$ cat src/rtl/axi_write_arbiter.sv
// Write-path arbiter for a 3-master AXI interconnect: round-robin on AWVALID, grant held
// for a whole AW/W/B transaction, with an optional stall timeout that forces release.
module axi_write_arbiter #(
    parameter int unsigned TIMEOUT_CYCLES = 1024,
    parameter int unsigned CNT_WIDTH      = 16
) (
    input  logic       sys_clk,
    input  logic       sys_rst,
    input  logic       m0_awvalid,
    input  logic       m1_awvalid,
    input  logic       m2_awvalid,
    input  logic       s_awvalid,
    input  logic       m_awready,
    input  logic       s_wvalid,
    input  logic       s_wlast,
    input  logic       m_wready,
    input  logic       m_bvalid,
    input  logic       s_bready,
    output logic [2:0] wr_grant,
    output logic       wr_busy,
    output logic       wr_timeout
);

    typedef enum logic [1:0] {StIdle, StAddr, StData, StResp} state_e;

    localparam logic [CNT_WIDTH-1:0] TimeoutVal = CNT_WIDTH'(TIMEOUT_CYCLES);
    localparam logic                 TimeoutEn  = (TIMEOUT_CYCLES != 0);

    state_e               state_q, state_d;
    logic [2:0]           grant_q, grant_d;
    logic [2:0]           last_q, last_d;
    logic                 w_done_q, w_done_d;
    logic                 busy_q, busy_d;
    logic                 timeout_q, timeout_d;
    logic [CNT_WIDTH-1:0] counter_q, counter_d;

    logic [2:0] req;
    logic [2:0] winner;
    logic       aw_hs, w_beat, wl_hs, b_hs;

    assign req    = {m2_awvalid, m1_awvalid, m0_awvalid};
    assign aw_hs  = s_awvalid & m_awready;
    assign w_beat = s_wvalid & m_wready;
    assign wl_hs  = w_beat & s_wlast;
    assign b_hs   = m_bvalid & s_bready;

    // Search starts at the master after the last winner.
    always_comb begin
        winner = 3'b000;
        case (last_q)
            3'b001: begin
                if (req[1])      winner = 3'b010;
                else if (req[2]) winner = 3'b100;
                else if (req[0]) winner = 3'b001;
            end
            3'b010: begin
                if (req[2])      winner = 3'b100;
                else if (req[0]) winner = 3'b001;
                else if (req[1]) winner = 3'b010;
            end
            default: begin
                if (req[0])      winner = 3'b001;
                else if (req[1]) winner = 3'b010;
                else if (req[2]) winner = 3'b100;
            end
        endcase
    end

    always_comb begin
        state_d   = state_q;
        grant_d   = grant_q;
        last_d    = last_q;
        w_done_d  = w_done_q;
        timeout_d = 1'b0;

        if (state_q == StIdle || aw_hs || w_beat || b_hs) begin
            counter_d = '0;
        end else if (counter_q != '1) begin
            counter_d = counter_q + CNT_WIDTH'(1);
        end else begin
            counter_d = counter_q;
        end

        case (state_q)
            StIdle: begin
                if (winner != 3'b000) begin
                    grant_d = winner;
                    last_d  = winner;
                    state_d = StAddr;
                end
            end
            StAddr: begin
                // W may complete before or together with AW; remember it so DATA is skipped.
                if (wl_hs) w_done_d = 1'b1;
                if (aw_hs) state_d = (w_done_q || wl_hs) ? StResp : StData;
            end
            StData: begin
                if (wl_hs) state_d = StResp;
            end
            StResp: begin
                if (b_hs) begin
                    state_d  = StIdle;
                    grant_d  = 3'b000;
                    w_done_d = 1'b0;
                end
            end
            default: state_d = StIdle;
        endcase

        // Timed-out master stays in last_q, so it drops to lowest priority.
        if (TimeoutEn && state_q != StIdle && counter_q == TimeoutVal) begin
            state_d   = StIdle;
            grant_d   = 3'b000;
            w_done_d  = 1'b0;
            timeout_d = 1'b1;
            counter_d = '0;
        end

        busy_d = (state_d != StIdle);
    end

    always_ff @(posedge sys_clk or posedge sys_rst) begin
        if (sys_rst) begin
            state_q   <= StIdle;
            grant_q   <= 3'b000;
            last_q    <= 3'b100;
            w_done_q  <= 1'b0;
            busy_q    <= 1'b0;
            timeout_q <= 1'b0;
            counter_q <= '0;
        end else begin
            state_q   <= state_d;
            grant_q   <= grant_d;
            last_q    <= last_d;
            w_done_q  <= w_done_d;
            busy_q    <= busy_d;
            timeout_q <= timeout_d;
            counter_q <= counter_d;
        end
    end

    assign wr_grant   = grant_q;
    assign wr_busy    = busy_q;
    assign wr_timeout = timeout_q;

endmodule

$ cat config.mk
export PLATFORM = sky130hd
export DESIGN_NAME = axi_write_arbiter
export DESIGN_NICKNAME = d
export VERILOG_FILES = /design/src/rtl/axi_write_arbiter.sv
export SDC_FILE = /design/constraint.sdc
export NUM_CORES = 1
export LEC_CHECK = 0
export BUFFER_PORTS_ARGS = -buffer_cell sky130_fd_sc_hd__buf_2
export CELL_PAD_IN_SITES_DETAIL_PLACEMENT = 0
export CELL_PAD_IN_SITES_GLOBAL_PLACEMENT = 1
export CORE_MARGIN = 3
export CORE_UTILIZATION = 50
export CTS_BUF_LIST = sky130_fd_sc_hd__clkbuf_8
export DETAILED_ROUTE_END_ITERATION = 12
export GPL_ROUTABILITY_DRIVEN = 0
export PLACE_DENSITY = 0.95
export SLEW_MARGIN = 20
export SYNTH_ARGS = -nofsm -noshare
export SYNTH_HDL_FRONTEND = slang
export SYNTH_SLANG_ARGS = --single-unit
$ cat constraint.sdc
create_clock -name sys_clk -period 5.16 [get_ports sys_clk]
set_input_delay 0.258 -clock sys_clk [delete_from_list [all_inputs] [get_ports sys_clk]]
set_output_delay 0.258 -clock sys_clk [all_outputs]
set_load 0.01 [all_outputs]
==> flow_metrics.py <==
metrics = {
    "outcome": {
        "status": "finished clean",
    },
    "synthesis": {
        "synth_top_area_share_pct": 39.1,
        "ys_seq_area_share_pct": 40.7,
        "synth_area_leader_cell": "dfrtp_1",
        "synthTopCellsByArea": "dfrtp_1 (39%), nand3_1 (6.0%), mux2i_1 (4.2%), a21oi_1 (3.9%), nand3b_1 (3.6%)",
        "ys_types": 50,
        "yosys_warnings": 0,
        "synth_commonest_cells": "dfrtp_1 (26), nand3_1 (20), a21oi_1 (13)",
        "synth_area_per_cell_um2": 9.09,
        "synth.most_common_cell": "dfrtp_1",
        "synth_nets": 197,
        "syn-cell-area_mm2": 0.00166,
        "synth_edf_count": 0,
        "ys.flop_type": "dfrtp_1",
        "ys_seq_elements": 27,
        "synthArstFlopShare_pct": 100,
        "netlist_instances": 183,
    },
    "clock_network": {
        "cts_buffer_depth": 2,
        "ctsHoldBuffers": 0,
        "cts_setup_buffers": 0,
        "clkLatencyLatePin_ps": 270,
        "cts_max_level": 1,
        "numCtsBuffers": 3,
        "cts_tree": "built",
        "cts.repair.resized": 0,
        "cts_num_sinks": 27,
        "clk_pin_slew_ps": 90,
        "root_buffer": "clkbuf_8",
    },
    "setup_path": {
        "r2r-start": "counter_q[0]",
        "worst_r2r_path_depth": 6,
        "timing.rr.end": "counter_q[8]",
        "required_ps": 5330,
        "crit_type": "reg2reg",
        "end_kind": "flop",
        "regToRegSetupSlack_ps": 2570,
        "worstPathMaxFanout": 24,
        "cp_top_family": "simple AND/OR/NAND/NOR gates",
        "critical_path_arrival_ps": 2770,
        "slowest_stage": "nand4_1",
        "slowest_delay_ps": 760,
        "critPathBufInv": 1,
        "cp-start-kind": "flop",
        "path_cells": "inv_1, ha_1, nor4bb_1, nand4_1, nand2_1, o21ba_2",
        "crit_cells": 6,
    },
    "routing": {
        "drc": 0,
        "routed_wl_mm": 3.60,
        "vias": 1463,
        "post_drt_via_cell_ratio": 6.10,
        "ant_nets": 0,
        "drt_iter0_drc": 118,
        "wl_per_cell_um": 15.0,
        "first_pass_iters": 4,
    },
    "sta": {
        "fin_crit_ps": 2590,
        "final_hold_viol_count": 0,
        "setup_viol": 0,
        "post-route-period-util_pct": 50.3,
        "report.final.slew_viol_count": 0,
        "fin_tns_setup_ps": 0,
        "grt_setup_unrepaired": "no",
        "tightest_slew_ps": 1070,
        "fmax_mhz": 386,
        "fin_skew_ps": 2.77,
        "slew_headroom_pct": 27.8,
    },
    "die": {
        "io-pin-count": 17,
        "die_width_um": 63.7,
        "coreArea_mm2": 0.00310,
        "initial_core_util_pct": 53.6,
        "die-area_mm2": 0.00406,
        "placementRows": 20,
        "fp.dieH_um": 63.7,
    },
    "layout": {
        "multi_input_area_um2": 920,
        "fin_nets": 211,
        "drive_above_1_share_pct": 16.8,
        "instances_no_fill": 240,
        "syn2layout_area_growth_pct": 9.02,
        "diodes": 0,
        "fillers": 283,
        "layout.area.seq_um2": 677,
    },
    "global_route": {
        "use_met2_pct": 27.8,
        "antenna_found_initial": 0,
        "use_met1_pct": 28.8,
        "grt_usage_pct": 18.9,
        "grt_pass1_wl_mm": 6.32,
        "grt_pass1_vias": 1418,
        "grt_busiest_layer": "met1",
        "grt_overflow": 0,
        "grt_max_degree": 28,
        "grt_use_met3_pct": 2.32,
    },
    "place": {
        "numPortBuffers": 16,
        "dp_cells": 236,
        "dp.final_hpwl_mm": 2.57,
    },
    "hold_path": {
        "hp-class": "in2async",
    },
    "pwr": {
        "power_density_mw_per_mm2": 338,
        "leakage_uw": 0.000771,
        "irDropWorstVdd_mv": 0.174,
    },
    "job": {
        "max_cap_violations": 0,
    },
}
==> registers in the layout, indices dropped and copies added, names as in the netlist <==
name        flops
wr_grant        3
wr_timeout      1
w_done_q        1
state_q         2
counter_q      16
last_q          3
wr_busy         1
==> layout by cell type, fill, tap and decap left out, types with 2 or more instances in the layout <==
cell       n
and4_1     2
or2_2      4
and3_2     2
nand2_1   11
nand3b_1   8
o21ai_0    8
nor2_1     8
and3_1     2
nand4_1    6
a211oi_1   2
buf_2     16
mux2i_1    7
nand2b_1   2
nor3_1     5
o31ai_1    2
nor4_1     6
clkbuf_8   3
dfrtp_1   26
a32oi_1    2
o21a_1     2
ha_1       2
a21oi_1   13
inv_1     10
nand3_1   20
==> how the worst max path moves through the flow <==
stage	slack, ps	endpoint	from
finish	2570	counter_q[8]	counter_q[0]
global route	2300	counter_q[8]	counter_q[0]
floorplan	3540	w_done_q	counter_q[0]
CTS	2580	counter_q[8]	counter_q[0]
global placement	2750	counter_q[8]	counter_q[0]
detailed placement	2630	counter_q[8]	counter_q[0]
==> area by class of cell <==
type / count / share of cell area [%]
clock buffer: 3 / 2.28
clock inverter: 1 / 0.207
inverter: 10 / 2.07
multi-input combinational: 139 / 50.7
sequential: 27 / 37.3
tap: 44 / 3.03
timing repair buffer: 16 / 4.41
==> power by group <==
group / internal, uW / switching [uW] / total, uW
sequential: 255 / 44.8 / 300
clock: 53.5 / 67.8 / 121
combinational: 85.3 / 107 / 193
==> metal layers <==
metal  wire, um  vias to the layer above
met1       1800                      701
met4         34                        0
met5          0                        -
met3        162                        4
li1           -                      718
met2       1610                       40
==> worst register-to-register path, delay by kind of cell, from the launching register on <==
family | cells | cell delay (ps)
adders and majority gates | 1 | 140
buffers and inverters | 1 | 80
DFF | 1 | 420
AOI/OAI and AO/OA | 1 | 220
and+or+nand+nor | 3 | 1630
==> logic make-up (layout without fill, tap and decap cells) <==
group	Yosys count	in the layout	synth area share (%)
flops	27	27	40.7
buf+inv	17	30	4.06
compound gates	43	43	18.0
fa+ha+maj	2	2	1.50
simple gates	87	87	31.6
mux	7	7	4.21
==> metrics by stage <==
stage / hold slack (ps) / setup slack, ps / power, uW / instance area (um2) / utilization [%]
after global routing: 135 / 2300 / 658 / 1810 / 58.5
after floorplan: 310 / 3540 / 442 / 1660 / -
after detailed placement: 465 / 2630 / 494 / 1770 / 57.0
after global placement: 465 / 2750 / 487 / 1770 / 57.0
after CTS: 266 / 2580 / 615 / 1810 / 58.5
final: 65.9 / 2570 / 613 / 1810 / 58.5
Note: power is estimated with default switching activity, not from simulation.
